## src/rtl/main_controller.sv

```systemverilog
// VeriRISC main control unit: decodes the 6-bit opcode into registered datapath strobes.
// Optional macro CTRL_IMM_OPS_EN makes ADDI/ANDI/ORI/SLTI legal; otherwise they decode as illegal.

package main_controller_pkg;

  typedef enum logic [1:0] {
    ALU_ADD   = 2'b00,
    ALU_SUB   = 2'b01,
    ALU_FUNCT = 2'b10,
    ALU_IMM   = 2'b11
  } alu_op_e;

  typedef enum logic [5:0] {
    OP_RTYPE = 6'b000000,
    OP_J     = 6'b000010,
    OP_BEQ   = 6'b000100,
    OP_ADDI  = 6'b001000,
    OP_SLTI  = 6'b001010,
    OP_ANDI  = 6'b001100,
    OP_ORI   = 6'b001101,
    OP_LW    = 6'b100011,
    OP_SW    = 6'b101011
  } opcode_e;

  typedef struct packed {
    logic    reg_dst;
    logic    alu_src;
    logic    mem_to_reg;
    logic    reg_write;
    logic    mem_read;
    logic    mem_write;
    logic    branch;
    logic    jump;
    alu_op_e alu_op;
    logic    illegal;
  } ctrl_t;

  // All strobes low and alu_op = add: a bubble that writes nothing.
  localparam ctrl_t CTRL_BUBBLE = '0;

endpackage

module main_controller
  import main_controller_pkg::*;
#(
  parameter int OPW          = 6,
  parameter bit ILLEGAL_FLAG = 1'b1
) (
  input  logic           clk,
  input  logic           reset,
  input  logic           en,
  input  logic [OPW-1:0] opcode,
  output logic           reg_dst,
  output logic           alu_src,
  output logic           mem_to_reg,
  output logic           reg_write,
  output logic           mem_read,
  output logic           mem_write,
  output logic           branch,
  output logic           jump,
  output logic [1:0]     alu_op,
  output logic           illegal
);

`ifdef CTRL_IMM_OPS_EN
  localparam bit IMM_OPS_EN = 1'b1;
`else
  localparam bit IMM_OPS_EN = 1'b0;
`endif

  logic [5:0] op6;
  ctrl_t      ctrl_d;
  ctrl_t      ctrl_q;

  assign op6 = opcode[5:0];

  always_comb begin
    // NOTE: defaulting every field first keeps this block free of inferred latches.
    ctrl_d = CTRL_BUBBLE;
    case (op6)
      OP_RTYPE: begin
        ctrl_d.reg_dst   = 1'b1;
        ctrl_d.reg_write = 1'b1;
        ctrl_d.alu_op    = ALU_FUNCT;
      end
      OP_LW: begin
        ctrl_d.alu_src    = 1'b1;
        ctrl_d.mem_to_reg = 1'b1;
        ctrl_d.reg_write  = 1'b1;
        ctrl_d.mem_read   = 1'b1;
        ctrl_d.alu_op     = ALU_ADD;
      end
      OP_SW: begin
        ctrl_d.alu_src   = 1'b1;
        ctrl_d.mem_write = 1'b1;
        ctrl_d.alu_op    = ALU_ADD;
      end
      OP_BEQ: begin
        ctrl_d.branch = 1'b1;
        ctrl_d.alu_op = ALU_SUB;
      end
      OP_J: begin
        ctrl_d.jump   = 1'b1;
        ctrl_d.alu_op = ALU_ADD;
      end
      OP_ADDI: begin
        if (IMM_OPS_EN) begin
          ctrl_d.alu_src   = 1'b1;
          ctrl_d.reg_write = 1'b1;
          ctrl_d.alu_op    = ALU_ADD;
        end else begin
          ctrl_d.illegal = ILLEGAL_FLAG;
        end
      end
      // Downstream ALU control tells ANDI/ORI/SLTI apart from the opcode bits.
      OP_ANDI, OP_ORI, OP_SLTI: begin
        if (IMM_OPS_EN) begin
          ctrl_d.alu_src   = 1'b1;
          ctrl_d.reg_write = 1'b1;
          ctrl_d.alu_op    = ALU_IMM;
        end else begin
          ctrl_d.illegal = ILLEGAL_FLAG;
        end
      end
      default: ctrl_d.illegal = ILLEGAL_FLAG;
    endcase
  end

  always_ff @(posedge clk or negedge reset) begin
    // NOTE: sequential state uses non-blocking assignments so every register samples pre-edge values.
    if (!reset) begin
      ctrl_q <= CTRL_BUBBLE;
    end else if (en) begin
      ctrl_q <= ctrl_d;
    end
  end

  assign reg_dst    = ctrl_q.reg_dst;
  assign alu_src    = ctrl_q.alu_src;
  assign mem_to_reg = ctrl_q.mem_to_reg;
  assign reg_write  = ctrl_q.reg_write;
  assign mem_read   = ctrl_q.mem_read;
  assign mem_write  = ctrl_q.mem_write;
  assign branch     = ctrl_q.branch;
  assign jump       = ctrl_q.jump;
  assign alu_op     = ctrl_q.alu_op;
  assign illegal    = ctrl_q.illegal;

endmodule

```

## config.mk

```make
export PLATFORM = sky130hd
export DESIGN_NAME = main_controller
export DESIGN_NICKNAME = d
export VERILOG_FILES = /design/src/rtl/main_controller.sv
export SDC_FILE = /design/constraint.sdc
export NUM_CORES = 1
export LEC_CHECK = 0
export ABC_AREA = 1
export BUFFER_PORTS_ARGS = -buffer_cell sky130_fd_sc_hd__buf_2
export CORE_AREA = 2 2 39 41
export CTS_CLUSTER_SIZE = 8
export DETAILED_ROUTE_END_ITERATION = 8
export DIE_AREA = 0 0 41 43
export PLACE_DENSITY = 0.69
export SYNTH_ARGS = -nofsm -noshare
export SYNTH_HDL_FRONTEND = slang
export SYNTH_SLANG_ARGS = --single-unit
```

## constraint.sdc

```tcl
create_clock -name clk -period 0.8 [get_ports clk]
set_input_delay 0.08 -clock clk [delete_from_list [all_inputs] [get_ports clk]]
set_output_delay 0.08 -clock clk [all_outputs]
set_load 0.02 [all_outputs]
```

==> impl_metrics.json, run 1 <==
{
  "hold_ws_ns": 0.0816,
  "ys_warn_count": 0,
  "worstSetupStartpointType": "register",
  "path_cells": "buf_2",
  "dp_cells": 84,
  "grt_pass1_vias": 392,
  "routabilityCongestion": 0.650,
  "synth_compound_area_share_pct": 8.70,
  "cts_tree": "built",
  "synth_fa_ha_area_share_pct": 0,
  "coreArea_um2": 1380,
  "start_util_pct": 31.2,
  "tns_ns": -0.885,
  "relSlewSlack_pct": 85.7,
  "first_iter_violations": 3,
  "drv_cap": 0,
  "first_pass_iters": 2,
  "syn_area_um2": 432,
  "rows": 14,
  "crit_buf_inv": 1,
  "startpoint": "mem_read$_DFFE_PN0P_",
  "p_leak_nw": 0.343,
  "yosys_register_bits": 9,
  "dieWidth_um": 41,
  "path_delay_family": "flip-flops",
  "worst_ep_required_time_ns": 0.72,
  "drc": 0,
  "die_y_um": 43,
  "violations": "negative setup slack",
  "cts_root_buf": "clkbuf_4",
  "via_per_inst": 4.46,
  "synthMuxAreaShare_pct": 0,
  "gr-total-overflow": 0,
  "grt_usage_pct": 14.0,
  "synth_cell_types": 14,
  "critPathMaxFanout": 3,
  "syn2layout_area_growth_pct": 45.5,
  "outcome": "complete, but fails checks",
  "syn_area_per_cell_um2": 8.30,
  "numCtsBuffers": 3,
  "worstHoldStart": "opcode[1]",
  "place_area_um2": 520,
  "synth_top_family_by_area": "simple AND/OR/NAND/NOR gates",
  "routedWlPerCell_um": 11.1,
  "clkSlewWorstSetupHoldPaths_ns": 0.06,
  "io_pins": 20,
  "cts-htree-levels": 1,
  "vias": 406,
  "worst_pin_slew_ns": 0.214,
  "finalHoldViolCount": 0,
  "yosysTopAreaCell": "dfrtp_1",
  "die-area_um2": 1760,
  "power_density_nw_per_um2": 1710,
  "timing.final.crit_period_ns": 0.905,
  "grt_start_max_net_pins": 13,
  "diodes": 0,
  "stdcell_count": 91,
  "max-clock-path-buffers": 2,
  "worst-setup-path-type": "reg2out",
  "crit_arrival_ns": 0.82,
  "synth_xor_area_share_pct": 0,
  "skew_ns": 0,
  "synth_area_leaders": "dfrtp_1 (52%), nand2_1 (10%), nor2_2 (5.8%)",
  "final_cell_area_um2": 628,
  "synth_cells": 52,
  "fmax_ghz": 1.11,
  "crit_path_end_kind": "output port",
  "worstHoldPathType": "in2reg",
  "finalSetupViolations": 11,
  "crit_slowest_cell": "dfrtp_1",
  "finalCritPeriodShare_pct": 113,
  "antenna_found_initial": 0,
  "syn_nets": 61,
  "post-synth-top-area-fraction_pct": 52.2,
  "layout-drive-gt1-share_pct": 41.3,
  "cts_sinks": 9,
  "rsz0062_at_grt": "yes",
  "grt_pass1_wl_mm": 1.57,
  "r2r-start": "alu_src$_DFFE_PN0P_",
  "ant_nets": 0,
  "max-vdd-ir-drop_uv": 689,
  "clk_latency_ns": 0.26,
  "portBuffers": 19,
  "hpwlAfterDp_um": 714,
  "ys_seq_area_share_pct": 52.2,
  "yosys.area_share.simple_pct": 27.8,
  "nets": 85,
  "finalMaxSlewViolations": 0,
  "setup_ws_ns": -0.105,
  "cpPeakStageDelay_ns": 0.39,
  "wl_mm": 1.01
}
==> worst register-to-register path, stage by stage (launching register included) <==
cell and delay [ns]:
dfrtp_1 0.39, buf_4 0.14, nand2_1 0.05, o21ai_1 0.05
==> stage by stage <==
step	setup slack, ns	util (%)	total power, W
finish	-0.105	45.4	0.00107
global route	-0.130	45.4	0.00113
CTS	-0.112	45.4	0.00109
detailed placement	0.0697	37.6	0.000676
global placement	0.0802	37.6	0.000672
floorplan	0.0546	-	0.000609
==> power by group <==
part / leakage, nW / total (W) / internal, W / switching, W
Combinational: 0.212 / 0.000212 / 0.0000965 / 0.000115
Clock: 0.0150 / 0.000359 / 0.000193 / 0.000167
Sequential: 0.115 / 0.000501 / 0.000480 / 0.0000204
==> layout make-up <==
class	count	area [um^2]
Clock buffer	4	26.3
Fill cell	142	756
Inverter	6	22.5
Multi-Input combinational cell	34	158
Sequential cell	9	225
Tap cell	16	20.0
Timing Repair Buffer	22	176
==> layer usage <==
metal | vias up | wire (um) | global-route usage [%]
li1 | 206 | - | -
met1 | 182 | 410 | 13.6
met2 | 13 | 516 | 22.8
met3 | 5 | 46 | 3.14
met4 | 0 | 34 | 12.0
met5 | - | 0 | 0
==> synthesized netlist by cell type (all sizes together) <==
master,count
o21a,1
buf,3
o21ai,5
inv,6
nand2,13
dfrtp,9
nand3,3
nand4,1
nor2,10
a21oi,1
==> cell families after synthesis <==
group	count (synthesis)
AO/OA/AOI/OAI	7
AND/OR/NAND/NOR	27
buffers and inverters	9
flip-flops	9
==> registers in the layout, indices dropped and copies added (netlist names) <==
register and flops:
alu_src 1, alu_op 1, jump 1, mem_write 1, reg_write 1, illegal 1, mem_read 1, branch 1
reg_dst 1
==> final timing paths <==
check | end | slack, ns | cells after the start
min in group asynchronous | mem_read$_DFFE_PN0P_ | 0.21 | 2
setup reg to reg | alu_src$_DFFE_PN0P_ | 0.06 | 3
hold reg to reg | mem_read$_DFFE_PN0P_ | 0.51 | 2
hold / removal | jump$_DFFE_PN0P_ | 0.08 | 3
max in group asynchronous | alu_op[1]$_DFFE_PN0P_ | 0.40 | 2
setup / recovery | mem_to_reg | -0.10 | 1
==> cells in the final DEF, fill, tap and decap left out <==
cell type      count
dfrtp_1            9
inv_1              4
buf_6              9
clkbuf_4           3
o21a_1             1
nand2_1           12
nand2_2            1
nand4_1            1
buf_2             10
nor2_1             6
buf_4              2
clkbuf_1           1
nand3_1            3
o21ai_1            5
dlygate4sd3_1      1
nor2_2             4
inv_2              2
a21oi_1            1
==> what timing repair did <==
item / 4_1_cts / 5_1_grt
endpoints found under the hold margin: 9 / 0
hold buffers: 1 / 0
pin swaps: 0 / 0
setup buffers: 2 / 0
resized for setup: 18 / 0
setup endpoints to repair: 11 / 11
Note: power is estimated with default switching activity, not from simulation.
==> run 2: changes to the inputs <==
Settings changed: CORE_AREA 2 2 39 41 to not set, CORE_MARGIN set to 2, CORE_UTILIZATION set to 26, DIE_AREA 0 0 41 43 to not set, PLACE_DENSITY 0.69 to 0.59.
==> run 2 against run 1 <==
  * The run still ends with negative setup slack left
  * Register-to-register slack lost 0.05 ns
  * Fmax grew 1.9%
  * First-iteration DRC count grew to 2.7 times the previous value
  * Cell area grew 6.2%
  * Flip-flop and latch count is the same
  * Final cell count grew 5.5%
  * Global-route usage shrank 2.5 points
  * Count of clock-buffer cells in the layout is the same
  * Hold slack gained 0.0030 ns
==> impl_metrics.json, run 2 (same netlist as run 1, synthesis figures left out) <==
{
  "skew_ns": 0,
  "cts_sinks": 9,
  "worst_pin_slew_ns": 0.245,
  "antenna_found_initial": 0,
  "grt_util_met3_pct": 1.60,
  "gr-total-overflow": 0,
  "r2r-start": "reg_write$_DFFE_PN0P_",
  "start_util_pct": 28.3,
  "coreArea_um2": 1520,
  "top_usage_layer": "met2",
  "worstHoldPathType": "in2reg",
  "via_per_inst": 4.39,
  "finalSetupViolations": 11,
  "timing.final.crit_period_ns": 0.888,
  "worst_ep_required_time_ns": 0.72,
  "postLayoutCoreUtil_pct": 43.8,
  "final_cell_mix": "nand2_1 (12), buf_2 (11), dfrtp_1 (9), buf_4 (8), buf_6 (7)",
  "max-vdd-ir-drop_uv": 557,
  "combPwrFrac_pct": 21.5,
  "path_delay_family": "flip-flops",
  "die-area_um2": 2000,
  "path_cells": "buf_2",
  "cts_root_buf": "clkbuf_4",
  "numCtsBuffers": 3,
  "routedWlPerCell_um": 10.2,
  "worstSetupStartpointType": "register",
  "die_y_um": 44.7,
  "critPathMaxFanout": 3,
  "clkSlewWorstSetupHoldPaths_ns": 0.07,
  "relSlewSlack_pct": 83.7,
  "p_leak_nw": 0.367,
  "vias": 421,
  "startpoint": "mem_read$_DFFE_PN0P_",
  "layout-drive-gt1-share_pct": 47.5,
  "seq_power_share_pct": 45.8,
  "met2_usage_pct": 19.7,
  "finalMaxSlewViolations": 0,
  "crit_path_end_kind": "output port",
  "final_common_cell": "nand2_1",
  "syn2layout_area_growth_pct": 54.5,
  "grt_pass1_vias": 430,
  "fillers": 157,
  "grt_pass1_wl_mm": 1.65,
  "rsz0062_at_grt": "yes",
  "crit_arrival_ns": 0.81,
  "use_met1_pct": 12.5,
  "outcome": "complete, but fails checks",
  "dieWidth_um": 44.7,
  "grt_usage_pct": 11.5,
  "crit_buf_inv": 1,
  "power_frac_clock_pct": 32.7,
  "power_density_nw_per_um2": 1630,
  "netSwitchingFraction_pct": 28.0,
  "drc": 0,
  "cpPeakStageDelay_ns": 0.39,
  "clk_latency_ns": 0.25,
  "routabilityCongestion": 0.752,
  "first_iter_violations": 8,
  "fmax_ghz": 1.13,
  "worstHoldStart": "opcode[1]",
  "p_sw_w": 0.000305,
  "internal-power_w": 0.000784,
  "finalHoldViolCount": 0,
  "cts_tree": "built",
  "wl_um": 977,
  "hpwlAfterDp_um": 705,
  "max-clock-path-buffers": 2,
  "ant_nets": 0,
  "hold_ws_ns": 0.0846,
  "rows": 14,
  "io_pins": 20,
  "violations": "negative setup slack",
  "portBuffers": 19,
  "first_pass_iters": 4,
  "cts-htree-levels": 1,
  "worst-setup-path-type": "reg2out",
  "grt_start_max_net_pins": 13,
  "finalCritPeriodShare_pct": 111,
  "setup_ws_ns": -0.0879,
  "crit_slowest_cell": "dfrtp_1",
  "nets": 90,
  "drv_cap": 0,
  "diodes": 0
}
run 2: changes by cell type in the layout (fill, tap and decap cells not counted):
cell / previous run / this run
nor2_4: 0 / 1
buf_6: 9 / 7
buf_4: 2 / 8
o21ai_1: 5 / 4
o21ai_2: 0 / 1
buf_2: 10 / 11
nor2_1: 6 / 5
run 2: final cells by class:
type                    instances  area [um^2]  area share (%)
well taps                      16         20.0            3.00
repair buffers                 27          204            30.6
multi-input cells              34          169            25.3
flip-flops and latches          9          225            33.8
inverters                       6         22.5            3.38
clock buffers                   4         26.3            3.94
run 2: metrics by stage:
step / area, um^2 / std cells / setup WS (ns) / TNS (ns) / total power, W
after floorplan: 432 / 52 / 0.0546 / 0 / 0.000609
after global placement: 520 / 84 / 0.0793 / 0 / 0.000673
after detailed placement: 520 / 84 / 0.0894 / 0 / 0.000675
after CTS: 633 / 93 / -0.0983 / -0.897 / 0.00109
after global routing: 667 / 96 / -0.118 / -1.12 / 0.00114
final: 667 / 96 / -0.0879 / -0.783 / 0.00109
run 2: power groups by stage:
stage,Sequential (W),Clock (W),Combinational [W]
global placement,0.000501,0,0.000172
detailed placement,0.000503,0,0.000172
finish,0.000498,0.000356,0.000234
CTS,0.000499,0.000370,0.000218
floorplan,0.000534,0,0.0000753
global route,0.000501,0.000384,0.000259
run 2: final timing paths:
check	to	slack, ns	cells past startpoint
max	mem_to_reg	-0.09	1
min	jump$_DFFE_PN0P_	0.08	3
max reg2reg	reg_write$_DFFE_PN0P_	0.01	3
min reg2reg	reg_dst$_DFFE_PN0P_	0.56	2
max in group asynchronous	alu_op[1]$_DFFE_PN0P_	0.44	2
min in group asynchronous	jump$_DFFE_PN0P_	0.19	2
run 2: what timing repair did:
| item | in CTS | in global routing |
|---|---|---|
| setup endpoints to repair | 11 | 11 |
| gates resized for setup | 15 | 3 |
| endpoints found under the hold margin | 9 | 0 |
| buffers inserted | 4 | 3 |
| hold buffers | 1 | 0 |
run 2: layer usage:
metal  up-vias  routed length [um]
met3         2                  45
li1        218                   -
met5         -                   0
met1       191                 398
met2        10                 517
met4         0                  16
